$ cat src/rtl/intc_sched_if.sv
// +----------------------------------------------------------------------+
// | Module      : intc_sched_if                                          |
// | Description : Bundle of peripheral events, CPU handshake and status  |
// |               signals of the interrupt sequencer.                    |
// | Revision    : 1.0 - initial release                                  |
// +----------------------------------------------------------------------+
`default_nettype none

interface intc_sched_if #(
   parameter int N_SRC = 4
);
   logic [N_SRC-1:0] done;
   logic             mask_we;
   logic [N_SRC-1:0] mask_wdata;
   logic             lost_clr;
   logic             iack;
   logic             eoi;
   logic             irq;
   logic [31:0]      PC_handler;
   logic [2:0]       irq_id;
   logic             busy;
   logic [N_SRC-1:0] pending;
   logic [N_SRC-1:0] lost;

   // Event sources and CPU side
   modport master (
      output done, mask_we, mask_wdata, lost_clr, iack, eoi,
      input  irq, PC_handler, irq_id, busy, pending, lost
   );

   // Sequencer side
   modport slave (
      input  done, mask_we, mask_wdata, lost_clr, iack, eoi,
      output irq, PC_handler, irq_id, busy, pending, lost
   );
endinterface

`default_nettype wire

$ cat src/rtl/intc_sched.sv
// +----------------------------------------------------------------------+
// | Module      : intc_sched                                             |
// | Description : Interrupt sequencer. Latches rising edges of the done  |
// |               lines into pending bits, arbitrates among unmasked     |
// |               sources and runs a request / acknowledge / end-of-     |
// |               interrupt sequence towards the CPU.                    |
// |               Optional macro INTC_SCHED_RR_EN selects round-robin    |
// |               arbitration instead of fixed lowest-index priority.    |
// | Revision    : 1.0 - initial release                                  |
// +----------------------------------------------------------------------+
`default_nettype none

module intc_sched #(
   parameter int          N_SRC          = 4,
   parameter logic [31:0] HANDLER_BASE   = 32'h0000_0100,
   parameter logic [31:0] HANDLER_STRIDE = 32'h0000_0010
) (
   input  wire logic      clk,
   input  wire logic      rst,
   intc_sched_if.slave    bus
);

   typedef enum logic [1:0] {
      S_IDLE    = 2'd0,
      S_REQ     = 2'd1,
      S_SERVICE = 2'd2
   } state_t;

   state_t           r_state;
   state_t           w_state_nxt;

   logic [N_SRC-1:0] r_done_q;
   logic [N_SRC-1:0] r_pending;
   logic [N_SRC-1:0] r_lost;
   logic [N_SRC-1:0] r_mask;
   logic [2:0]       r_sel;
   logic [2:0]       r_irq_id;
   logic [31:0]      r_pc;
   logic             r_busy;

   logic [N_SRC-1:0] w_rise;
   logic [N_SRC-1:0] w_clr;
   logic [N_SRC-1:0] w_sel_oh;
   logic [N_SRC-1:0] w_eligible;
   logic [N_SRC-1:0] w_lost_set;
   logic [2:0]       w_winner;
   logic             w_load;
   logic             w_ack;
   logic             w_sel_masked;

   assign w_rise       = bus.done & ~r_done_q;
   assign w_eligible   = r_pending & ~r_mask;
   assign w_sel_masked = |(r_mask & w_sel_oh);
   assign w_lost_set   = w_rise & r_pending & ~w_clr;

   // One-hot decode of the selected source and the pending bit an iack clears
   always_comb begin
      w_sel_oh = '0;
      w_clr    = '0;
      for (int i = 0; i < N_SRC; i++) begin
         w_sel_oh[i] = (r_sel == 3'(i));
         w_clr[i]    = w_ack && (r_sel == 3'(i));
      end
   end

`ifdef INTC_SCHED_RR_EN
   logic [2:0] r_ptr;
   logic [2:0] w_hi;
   logic [2:0] w_lo;
   logic       w_hi_any;

   // Cyclic search: first eligible at/after the pointer, else lowest overall
   always_comb begin
      w_hi     = '0;
      w_lo     = '0;
      w_hi_any = 1'b0;
      for (int i = N_SRC - 1; i >= 0; i--) begin
         if (w_eligible[i]) begin
            w_lo = 3'(i);
            if (3'(i) >= r_ptr) begin
               w_hi     = 3'(i);
               w_hi_any = 1'b1;
            end
         end
      end
      w_winner = w_hi_any ? w_hi : w_lo;
   end

   // Search pointer moves past the source that was just acknowledged
   always_ff @(posedge clk) begin
      if (rst) begin
         r_ptr <= '0;
      end else if (w_ack) begin
         r_ptr <= (r_sel == 3'(N_SRC - 1)) ? 3'd0 : r_sel + 3'd1;
      end
   end
`else
   // Fixed priority: lowest eligible index wins
   always_comb begin
      w_winner = '0;
      for (int i = N_SRC - 1; i >= 0; i--) begin
         if (w_eligible[i]) begin
            w_winner = 3'(i);
         end
      end
   end
`endif

   // Sequencer next state and handshake decode
   always_comb begin
      w_state_nxt = r_state;
      w_load      = 1'b0;
      w_ack       = 1'b0;
      case (r_state)
         S_IDLE: begin
            if (|w_eligible) begin
               w_load      = 1'b1;
               w_state_nxt = S_REQ;
            end
         end
         S_REQ: begin
            if (bus.iack) begin
               w_ack       = 1'b1;
               w_state_nxt = S_SERVICE;
            end else if (w_sel_masked) begin
               w_state_nxt = S_IDLE;
            end
         end
         S_SERVICE: begin
            if (bus.eoi) begin
               w_state_nxt = S_IDLE;
            end
         end
         default: w_state_nxt = S_IDLE;
      endcase
   end

   // State, selection and registered outputs
   always_ff @(posedge clk) begin
      if (rst) begin
         r_state  <= S_IDLE;
         r_sel    <= '0;
         r_irq_id <= '0;
         r_pc     <= '0;
         r_busy   <= 1'b0;
      end else begin
         r_state <= w_state_nxt;
         r_busy  <= (w_state_nxt == S_SERVICE);
         if (w_load) begin
            r_sel    <= w_winner;
            r_irq_id <= w_winner;
            r_pc     <= HANDLER_BASE + HANDLER_STRIDE * {29'd0, w_winner};
         end
      end
   end

   // Event capture: edge detect, pending, lost and mask registers
   always_ff @(posedge clk) begin
      if (rst) begin
         r_done_q  <= '0;
         r_pending <= '0;
         r_lost    <= '0;
         r_mask    <= '0;
      end else begin
         r_done_q  <= bus.done;
         r_pending <= (r_pending & ~w_clr) | w_rise;
         r_lost    <= bus.lost_clr ? w_lost_set : (r_lost | w_lost_set);
         if (bus.mask_we) begin
            r_mask <= bus.mask_wdata;
         end
      end
   end

   assign bus.irq        = (r_state == S_REQ);
   assign bus.PC_handler = r_pc;
   assign bus.irq_id     = r_irq_id;
   assign bus.busy       = r_busy;
   assign bus.pending    = r_pending;
   assign bus.lost       = r_lost;

endmodule

`default_nettype wire
$ cat src/flat_wrapper.sv
// flat-port wrapper written by rule: the top's interface ports become plain ports
module intc_sched_flat 
#(
   parameter int          N_SRC          = 4,
   parameter logic [31:0] HANDLER_BASE   = 32'h0000_0100,
   parameter logic [31:0] HANDLER_STRIDE = 32'h0000_0010
)
  (clk, rst, bus_done, bus_mask_we, bus_mask_wdata, bus_lost_clr, bus_iack, bus_eoi, bus_irq, bus_PC_handler, bus_irq_id, bus_busy, bus_pending, bus_lost);
  intc_sched_if #(.N_SRC(N_SRC)) bus_i ();
  input  wire logic clk;
  input  wire logic rst;
  input wire logic [$bits(bus_i.done)-1:0] bus_done;
  input wire logic [$bits(bus_i.mask_we)-1:0] bus_mask_we;
  input wire logic [$bits(bus_i.mask_wdata)-1:0] bus_mask_wdata;
  input wire logic [$bits(bus_i.lost_clr)-1:0] bus_lost_clr;
  input wire logic [$bits(bus_i.iack)-1:0] bus_iack;
  input wire logic [$bits(bus_i.eoi)-1:0] bus_eoi;
  output wire logic [$bits(bus_i.irq)-1:0] bus_irq;
  output wire logic [$bits(bus_i.PC_handler)-1:0] bus_PC_handler;
  output wire logic [$bits(bus_i.irq_id)-1:0] bus_irq_id;
  output wire logic [$bits(bus_i.busy)-1:0] bus_busy;
  output wire logic [$bits(bus_i.pending)-1:0] bus_pending;
  output wire logic [$bits(bus_i.lost)-1:0] bus_lost;
  assign bus_i.done = bus_done;
  assign bus_i.mask_we = bus_mask_we;
  assign bus_i.mask_wdata = bus_mask_wdata;
  assign bus_i.lost_clr = bus_lost_clr;
  assign bus_i.iack = bus_iack;
  assign bus_i.eoi = bus_eoi;
  assign bus_irq = bus_i.irq;
  assign bus_PC_handler = bus_i.PC_handler;
  assign bus_irq_id = bus_i.irq_id;
  assign bus_busy = bus_i.busy;
  assign bus_pending = bus_i.pending;
  assign bus_lost = bus_i.lost;
  intc_sched #(.N_SRC(N_SRC), .HANDLER_BASE(HANDLER_BASE), .HANDLER_STRIDE(HANDLER_STRIDE)) u_core (.clk(clk), .rst(rst), .bus(bus_i));
endmodule
$ cat config.mk
export PLATFORM = sky130hd
export DESIGN_NAME = intc_sched_flat
export DESIGN_NICKNAME = d
export VERILOG_FILES = /design/src/rtl/intc_sched_if.sv /design/src/rtl/intc_sched.sv /design/src/flat_wrapper.sv
export SDC_FILE = /design/constraint.sdc
export NUM_CORES = 1
export LEC_CHECK = 0
export BUFFER_PORTS_ARGS = -buffer_cell sky130_fd_sc_hd__buf_2
export CORE_ASPECT_RATIO = 1.4
export CORE_MARGIN = 2
export CORE_UTILIZATION = 40
export CTS_CLUSTER_DIAMETER = 50
export DETAILED_ROUTE_END_ITERATION = 10
export PLACE_DENSITY = 0.73
export RECOVER_POWER = 50
export SLEW_MARGIN = 20
export SYNTH_ARGS = -nofsm -noshare
export SYNTH_HDL_FRONTEND = slang
export SYNTH_SLANG_ARGS = --single-unit
$ cat constraint.sdc
create_clock -name clk -period 1.7 [get_ports clk]
set_clock_uncertainty 0.1 [all_clocks]
set_input_delay 0.255 -clock clk [delete_from_list [all_inputs] [get_ports clk]]
set_output_delay 0.255 -clock clk [all_outputs]
set_load 0.005 [all_outputs]
==> results of run 1 <==
cells in the final DEF (no fill, tap or decap):
cell       synthesis  routed
dfxtp_1           22      22
or3b_1             1       1
a31o_2             3       3
and2b_1            1       1
nand2_1            3       3
nand4b_1           1       1
a32o_1             3       3
conb_1             1      30
clkbuf_1           1       4
mux4_2             1       1
clkbuf_4           0       3
or3_2              1       1
or3_1              1       1
nor2b_1           11      11
nor2_1             6       6
or3b_2             1       1
buf_4             32       1
buf_2              0      24
nand3b_1           1       1
a21oi_1            4       4
or2_2              1       1
o21ai_0            5       5
a221oi_1           2       2
nand2b_1           3       3
o41ai_1            1       1
o2bb2ai_1          1       1
mux2i_1            4       4
inv_1              4       4
per-layer routing:
metal	part of all wire [%]	routed length [um]
met5	0	0
met4	1.6	30
met3	7.8	151
met2	48	927
met1	42	814
worst max-delay path, cell delays in order (launching register included):
cell and delay (ns):
dfxtp_1 0.37, mux4_2 0.49, or3b_1 0.35, a21oi_1 0.14
cell families (layout without fill, tap and decap cells):
logic type,after synthesis,count (layout),share of synthesized area [%]
buf+inv,38,36,24.7
simple gates,31,31,16.7
flops,22,22,40.2
compound gates,19,19,12.4
mux,5,5,5.71
other cells,1,30,0.342
registers in the layout (all words and copies together), names as in the netlist:
register / flops
u_core.bus.busy: 1
u_core.r_mask: 4
u_core.bus.PC_handler: 2
u_core.r_done_q: 4
u_core.bus.pending: 4
u_core.bus.irq_id: 1
u_core.bus.lost: 4
u_core.r_state: 2
area by class of cell:
type,count,area share [%]
Clock buffer,3,1.94
Inverter,4,1.29
Multi-Input combinational cell,85,42.6
Sequential cell,22,38.0
Tap cell,36,3.88
Timing Repair Buffer,29,12.3
stage by stage:
| step | instance area, um^2 | setup WS [ns] |
|---|---|---|
| floorplan | 1200 | 0.128 |
| global placement | 1140 | 0.232 |
| detailed placement | 1140 | 0.216 |
| CTS | 1160 | 0.183 |
| global route | 1160 | 0.111 |
| finish | 1160 | 0.180 |
report_power, final:
group	switching, W	internal, W	leakage (nW)	total [W]
clock	0.000147	0.0000829	0.0138	0.000230
combinational	0.000102	0.0000949	0.358	0.000197
sequential	0.0000372	0.000559	0.182	0.000597
path summary, 6_finish.rpt:
path	depth (start not counted)	startpoint	end	slack, ns
setup / recovery	3	u_core.bus.irq_id[0]$_SDFFE_PP0P_	u_core.r_state[0]$_SDFF_PP0_	0.18
hold / removal	3	bus_mask_wdata[1]	u_core.r_mask[1]$_SDFFE_PP0P_	0.08
setup reg to reg	3	u_core.bus.irq_id[0]$_SDFFE_PP0P_	u_core.r_state[0]$_SDFF_PP0_	0.18
hold reg to reg	2	u_core.bus.PC_handler[8]$_SDFFE_PP0P_	u_core.bus.PC_handler[8]$_SDFFE_PP0P_	0.35
==> summary.md, run 1 <==
| Metric | Value |
|---|---|
| Run status | `finished, final reports clean` |
| Grt ovf | `0` |
| CTS buffer count | `3` |
| Synthesis-to-layout area growth | `5.82%` |
| Max-slew headroom | `approximately 53%` |
| First-pass GRT wire length | `3140 um` |
| CTS Sinks | `22` |
| CTS Buffer Depth | `2` |
| Clk slew on worst S/H paths | `0.11 ns` |
| DRC | `0` |
| Ys flop type | `dfxtp_1` |
| Root Buffer | `clkbuf_4` |
| Ant diodes | `0` |
| Fin. max-slew vios | `0` |
| Initial antenna violation count | `0` |
| Top post-synthesis cells by count | `32 x buf_4, 22 x dfxtp_1, 11 x nor2b_1` |
| Synth area leader | `dfxtp_1` |
| Post-layout util | `44.4%` |
| Multi-input gate area | `494 um^2` |
| Register area | `440 um^2` |
| Largest net degree at the start of global routing | `18` |
| Post-synthesis cell area | `1100 um^2` |
| Post-synth cell types | `27` |
| Vias per cell | `between 4 and 5` |
| Fin nets | `159` |
| EDFF count, synth | `0` |
| Final setup viols | `0` |
| Max cap viols | `0` |
| Post-synth top area share | `40.2%` |
| Fmax | `around 660 MHz` |
| Crit path kind | `reg -> reg` |
| Vias in the first global route | `707` |
| Worst Path Arrival | `about 1.7 ns` |
| Post-CTS Hold Buffers | `0` |
| Htree depth | `1` |
| Later-pin clock latency in the skew report | `0.31 ns` |
| Most frequent cell after synthesis | `buf_4` |
| Fill cells | `271` |
| RSZ-0062 raised after global routing | `no` |
| Final Power | `around 0.001 W` |
| Cells after Synth | `~120` |
| Final TNS setup | `0 ns` |
| Register bit count reported by yosys | `22` |
| Port Buf Inserts | `28` |
| Final GP Congestion | `0.752` |
| Starting Density | `41.9%` |
| Die Wd | `between 40 and 50 um` |
| Worst-path maximum fanout | `2` |
| Post-cts resize count | `0` |
| Core Rows | `22` |
| Setup Buffers After CTS | `0` |
| Vias | `802` |
| Power Density | `883 nW/um^2` |
| Met1 GRT Util | `between 15 and 20%` |
| Avg WL per Cell | `roughly 11 um` |
| Leakage | `0.554 nW` |
| Crit start category | `flop` |
| Placed Cells | `176` |
| Crit path time final | `~1.5 ns` |
| GR peak layer | `met2` |
| Ratio of cells with drive above 1 in the final layout | `24.5%` |
| Core Footprint | `2620 um^2` |
| Synth area leaders | `dfxtp_1 40%, buf_4 22%, nor2b_1 6.3%` |
| Max VDD drop | `0.000590 V` |
| DR iter-0 viols | `11` |
| Fin crit share | `approximately 89%` |
| Hold Path Class | `in -> reg` |
| Drt total wl | `1930 um` |
| Grt met2 use | `between 20% and 30%` |
| Hold Vio Cnt, Final | `0` |
| Sequential element share of the synthesized area | `40.2%` |
| Routed Antenna Nets | `0` |
| Post-Syn Area per Cell | `roughly 9.4 um^2` |
| Pre-Repair DR Iteration Count | `4` |
| Final HPWL from detailed placement | `1560 um` |
| Total track usage | `roughly 14%` |
| Worst-margin pin slew | `0.700 ns` |
| Num ports | `59` |
| CTS tree | `done` |
| Met3 usage | `1.91%` |
| YS warnings | `0` |
| Die span in y | `65.9 um` |
| Critical path required time | `1.84 ns` |
| Post-synth ARST share | `0%` |
| CP Capture Type | `flop` |
| Die area | `approximately 3200 um^2` |
| Fin Hold WS | `~0.08 ns` |
| Final cell count without fillers | `179` |
(Power assumes the default switching activity.)
==> inputs of run 2 (changes only) <==
- ABC_AREA: not set -> 1
- PLACE_DENSITY: 0.73 -> 0.72
- RECOVER_POWER: 50 -> not set
==> summary.md, run 2 <==
| Metric | Value |
|---|---|
| Run status | `finished, final reports clean` |
| Pre-Repair DR Iteration Count | `4 (unchanged)` |
| Most frequent cell after synthesis | `buf_4` |
| Crit start category | `flop` |
| Largest net degree at the start of global routing | `17 (-1)` |
| RSZ-0062 raised after global routing | `no` |
| Core Footprint | `2790 um^2 (+6.7%)` |
| Slowest cell on the critical path | `dfxtp_1` |
| Starting Density | `41.1% (-0.86 points)` |
| Die area | `3320 um^2 (+4.2%)` |
| CP Buf/Inv Count | `2 (+2)` |
| Vias | `946 (+18%)` |
| Multi-input gate area | `474 um^2 (-4.1%)` |
| Setup Buffers After CTS | `0 (unchanged)` |
| Fin. max-slew vios | `0 (unchanged)` |
| CTS tree | `done` |
| Post-Syn Area per Cell | `7.03 um^2 (-26%)` |
| Hold Path Class | `in -> reg` |
| Ant diodes | `0 (unchanged)` |
| Initial antenna violation count | `0 (unchanged)` |
| Synth area leaders | `dfxtp_1 38%, buf_4 21%, nand2_1 9.5%` |
| Htree depth | `1 (unchanged)` |
| YS warnings | `0 (unchanged)` |
| Clk slew on worst S/H paths | `0.08 ns (-0.03 ns)` |
| CP Capture Type | `output pin` |
| Post-CTS Hold Buffers | `0 (unchanged)` |
| Most frequent cells in the layout | `30 x conb_1, 29 x nand2_1, 28 x buf_2, 24 x inv_1, 22 x dfxtp_1` |
| Fin worst setup slack | `0.421 ns (+0.241 ns)` |
| DR iter-0 viols | `9 (-2)` |
| Die span in y | `67.3 um (+2.1%)` |
| Post-synth top area share | `38.4% (-1.8 points)` |
| Leakage | `0.674 nW (+22%)` |
| Fin crit share | `75.2% (-14 points)` |
| Num ports | `59 (unchanged)` |
| Register bit count reported by yosys | `22 (unchanged)` |
| Final Power | `0.00117 W (+14%)` |
| Worst-path maximum fanout | `3 (+1)` |
| Fin nets | `205 (+29%)` |
| Final TNS setup | `0 ns (unchanged)` |
| Die Wd | `49.2 um (+2.1%)` |
| Max cap viols | `0 (unchanged)` |
| Top delay family on crit path | `flip-flops` |
| Port Buf Inserts | `28 (unchanged)` |
| Final HPWL from detailed placement | `1590 um (+1.8%)` |
| Post-synth ARST share | `0% (unchanged)` |
| Synth area leader | `dfxtp_1` |
| Design Area, Final | `1250 um^2 (+7.4%)` |
| Later-pin clock latency in the skew report | `0.26 ns (-0.05 ns)` |
| Drt total wl | `1940 um (+0.94%)` |
| Fmax | `782 MHz (+19%)` |
| Dpl ws | `0.556 ns (+0.340 ns)` |
| Post-synthesis cell area | `1150 um^2 (+4.6%)` |
| Vias in the first global route | `770 (+8.9%)` |
| CTS Buffer Depth | `2 (unchanged)` |
| Total track usage | `12.4% (-1.2 points)` |
| Crit path kind | `reg -> out` |
| Routed Antenna Nets | `0 (unchanged)` |
| Ratio of cells with drive above 1 in the final layout | `17.9% (-6.6 points)` |
| Root Buffer | `clkbuf_8` |
| Worst Path Arrival | `0.92 ns (-0.74 ns)` |
| Power Density | `939 nW/um^2 (+6.4%)` |
| Final setup viols | `0 (unchanged)` |
| Sequential element share of the synthesized area | `38.4% (-1.8 points)` |
| Grt ovf | `0 (unchanged)` |
| Slowest Stage Delay on Critical Path | `0.36 ns (-0.13 ns)` |
| Commonest non-fill, non-tap cell in the layout | `conb_1` |
| Top post-synthesis cells by count | `32 x buf_4, 29 x nand2_1, 24 x inv_1` |
| Post-synth cell types | `15 (-44%)` |
| Crit path time final | `1.28 ns (-0.241 ns)` |
| Cells after Synth | `163 (+41%)` |
| DRC | `0 (unchanged)` |
| First-pass GRT wire length | `3110 um (-0.89%)` |
| Post-cts resize count | `0 (unchanged)` |
| Max VDD drop | `0.000528 V (-11%)` |
| Fill cells | `332 (+23%)` |
| Avg WL per Cell | `8.56 um (-20%)` |
| CTS Sinks | `22 (unchanged)` |
| Critical path required time | `1.34 ns (-0.50 ns)` |
| EDFF count, synth | `0 (unchanged)` |
| Post-DP Area | `1190 um^2 (+4.3%)` |
| Core Rows | `23 (+4.5%)` |
| Vias per cell | `4.17 (-7.0%)` |
| Final GP Congestion | `0.878 (+17%)` |
| Cell Chain, Critical Path | `inv_1 -> nor2_2 -> buf_2` |
| Synthesis-to-layout area growth | `8.73%` |
| Ys flop type | `dfxtp_1` |
| Register area | `440 um^2 (unchanged)` |
| Hold Vio Cnt, Final | `0 (unchanged)` |
| CTS buffer count | `3 (unchanged)` |
run 2: metrics by stage:
stage / util (%) / instances / hold slack (ns)
after floorplan: - / 192 / 0.262
after global placement: 42.7 / 223 / 0.349
after detailed placement: 42.7 / 223 / 0.357
after CTS: 44.6 / 227 / 0.105
after global routing: 44.6 / 227 / 0.111
final: 44.6 / 227 / 0.105
run 2: layer usage:
metal  track usage [%]  share of wire, %  vias to the layer above
li1                  -                 -                      489
met2              21.5                51                       47
met3              2.21               6.5                        9
met1              13.2                38                      401
met5                 0                 0                        -
met4              10.0               4.5                        0
run 2: cell families (layout without fill, tap and decap cells):
group | count (synthesis) | count (layout) | synth area share, %
and+or+nand+nor | 58 | 58 | 21.1
buffers and inverters | 58 | 56 | 29.7
AOI/OAI and AO/OA | 24 | 24 | 10.5
DFF | 22 | 22 | 38.4
other | 1 | 30 | 0.327
run 2: final cells by class:
type	instances	area share [%]
sequential	22	35.3
multi-input combinational	112	38.1
inverter	24	7.23
tap	37	3.71
timing repair buffer	28	11.2
clock buffer	4	4.42
run 2: power by group:
part | leakage, nW | total (W) | internal [W] | switching [W]
logic | 0.463 | 0.000209 | 0.0000805 | 0.000128
registers | 0.182 | 0.000591 | 0.000557 | 0.0000336
clock network | 0.0288 | 0.000370 | 0.000206 | 0.000164
total | 0.674 | 0.00117 | 0.000844 | 0.000326
run 2: worst paths after layout:
kind                                               startpoint                               endpoint  slack (ns)  depth (start not counted)
worst min register to register  u_core.bus.lost[0]$_SDFF_PP0_          u_core.bus.lost[0]$_SDFF_PP0_        0.37                          2
worst max-delay path             u_core.r_state[0]$_SDFF_PP0_                                bus_irq        0.42                          3
worst min-delay path                              bus_done[1]          u_core.r_done_q[1]$_SDFF_PP0_        0.11                          3
worst max register to register  u_core.r_mask[3]$_SDFFE_PP0P_  u_core.bus.PC_handler[8]$_SDFFE_PP0P_        0.53                          7
run 2: tightest hold or removal path, cell delays in order:
cell and delay [ns]:
buf_2 0.10, inv_1 0.04, nor2_1 0.03
==> inputs of run 3 (changes only) <==
- ABC_AREA: 1 -> 0
- CORE_UTILIZATION: 40 -> 39
- PLACE_DENSITY: 0.72 -> 0.74
- clock period: 1.7 -> 1.17 ns (I/O delays scaled with it)
==> summary.md, run 3 (synthesis results as in run 1) <==
| Metric | Value |
|---|---|
| Clk slew on worst S/H paths | `0.12 ns (+0.04 ns)` |
| First-pass GRT wire length | `3850 um (+24%)` |
| Total track usage | `15.5% (+3.2 points)` |
| Port Buf Inserts | `28 (unchanged)` |
| Start point of the critical path | `u_core.bus.irq_id[0]$_SDFFE_PP0P_` |
| Later-pin clock latency in the skew report | `0.31 ns (+0.05 ns)` |
| Largest net degree at the start of global routing | `13 (-4)` |
| CTS Sinks | `22 (unchanged)` |
| Leakage | `0.771 nW (+14%)` |
| Power Density | `1180 nW/um^2 (+26%)` |
| Vias in the first global route | `880 (+14%)` |
| Critical path required time | `1.32 ns (-0.02 ns)` |
| Max VDD drop | `0.000801 V (+52%)` |
| Num ports | `59 (unchanged)` |
| Vias | `929 (-1.8%)` |
| Commonest non-fill, non-tap cell in the layout | `conb_1` |
| DRC | `0 (unchanged)` |
| CTS Buffer Depth | `2 (unchanged)` |
| Worst Path Arrival | `1.63 ns (+0.71 ns)` |
| Final HPWL from detailed placement | `1740 um (+9.6%)` |
| Max cap viols | `0 (unchanged)` |
| Ant diodes | `0 (unchanged)` |
| Crit path time final | `1.47 ns` |
| Run status | `finished with violations` |
| Final Power | `0.00189 W (+61%)` |
| Die span in y | `66.7 um (-0.91%)` |
| Core Footprint | `2640 um^2 (-5.3%)` |
| Fmax | `678 MHz` |
| Fin nets | `187 (-8.8%)` |
| CTS buffer count | `3 (unchanged)` |
| Drt total wl | `2540 um (+31%)` |
| Design Area, Final | `1600 um^2 (+28%)` |
| Placed Cells | `192 (-14%)` |
| Failing checks | `setup timing` |
| Starting Density | `41.5% (+0.42 points)` |
| Hold Startpoint | `bus_mask_wdata[2]` |
| Fin. max-slew vios | `0 (unchanged)` |
| Die Wd | `48.8 um (-0.88%)` |
| Synthesis-to-layout area growth | `45.9%` |
| Htree depth | `1 (unchanged)` |
| RSZ-0062 raised after global routing | `yes` |
| Routed Antenna Nets | `0 (unchanged)` |
| CP Capture Type | `flop` |
| CTS tree | `done` |
| Pre-Repair DR Iteration Count | `4 (unchanged)` |
| Crit path kind | `reg -> reg` |
| Avg WL per Cell | `12.2 um (+43%)` |
| Worst-path maximum fanout | `2 (-1)` |
| Final TNS setup | `-2.31 ns (-2.31 ns)` |
| Hold Path Class | `in -> reg` |
| Grt ovf | `0 (unchanged)` |
| Root Buffer | `clkbuf_4` |
| Final cell count without fillers | `208 (-8.4%)` |
| Ratio of cells with drive above 1 in the final layout | `49.4% (+32 points)` |
| Die area | `3260 um^2 (-1.8%)` |
| Final setup viols | `16 (+16)` |
| Fin worst setup slack | `-0.304 ns (-0.725 ns)` |
| Hold Vio Cnt, Final | `0 (unchanged)` |
| Final GP Congestion | `0.824 (-6.2%)` |
| Most frequent cells in the layout | `30 x conb_1, 21 x buf_2, 18 x buf_6, 14 x buf_4, 12 x dfxtp_1` |
| Vias per cell | `4.47 (+7.2%)` |
| Post-DP Area | `1280 um^2 (+7.4%)` |
| Core Rows | `22 (-4.3%)` |
| FF-to-FF Start | `u_core.bus.irq_id[0]$_SDFFE_PP0P_` |
| Initial antenna violation count | `0 (unchanged)` |
| Crit start category | `flop` |
| Fin crit share | `126%` |
| DR iter-0 viols | `19 (+10)` |
| Dpl ws | `-0.271 ns (-0.826 ns)` |
-- run 3: timing repair --
item                                   4_1_cts  5_1_grt
setup buffers                                1        8
gates cloned                                 0        0
pin swaps                                    3        8
endpoints found under the hold margin        4        0
hold buffers                                 4        0
resized for setup                           19       30
setup endpoints to repair                   22       23
-- run 3: critical path: stages, from the launching register on --
cell	delay [ns]
dfxtp_4	0.37
mux4_2	0.47
or3b_1	0.36
a21oi_1	0.12
-- run 3: report_power, final --
group | total, W | internal [W] | switching [W]
Combinational | 0.000604 | 0.000353 | 0.000251
Sequential | 0.000867 | 0.000821 | 0.0000455
Clock | 0.000418 | 0.000190 | 0.000227
Total | 0.00189 | 0.00136 | 0.000524
-- run 3: worst paths after layout --
| path | endpoint | slack (ns) | cells after the start |
|---|---|---|---|
| worst min register to register | u_core.bus.PC_handler[8]$_SDFFE_PP0P_ | 0.36 | 2 |
| worst max-delay path | u_core.r_state[0]$_SDFF_PP0_ | -0.30 | 3 |
| worst max register to register | u_core.r_state[0]$_SDFF_PP0_ | -0.30 | 3 |
| worst min-delay path | u_core.r_mask[2]$_SDFFE_PP0P_ | 0.008 | 3 |
-- run 3: routing by layer --
| metal | vias up | part of all wire [%] | wire length [um] | track usage [%] |
|---|---|---|---|---|
| met5 | - | 0 | 0 | 0 |
| met4 | 0 | 2.4 | 61 | 6.43 |
| met3 | 7 | 6.7 | 171 | 2.91 |
| met2 | 47 | 52 | 1320 | 30.3 |
| met1 | 432 | 39 | 987 | 16.0 |
| li1 | 443 | - | - | - |
-- run 3: area by class of cell --
cell class,instances,area [um^2]
Fill cell,232,1040
Inverter,4,15.0
Sequential cell,22,458
Clock buffer,4,36.3
Multi-Input combinational cell,85,592
Tap cell,36,45.0
Timing Repair Buffer,57,453
-- run 3: through the flow --
step	util, %	hold WS, ns
final	60.5	0.00806
after global routing	60.5	0.00259
after CTS	54.0	0.00708
after detailed placement	48.4	0.327
after global placement	48.4	0.309
after floorplan	-	0.155
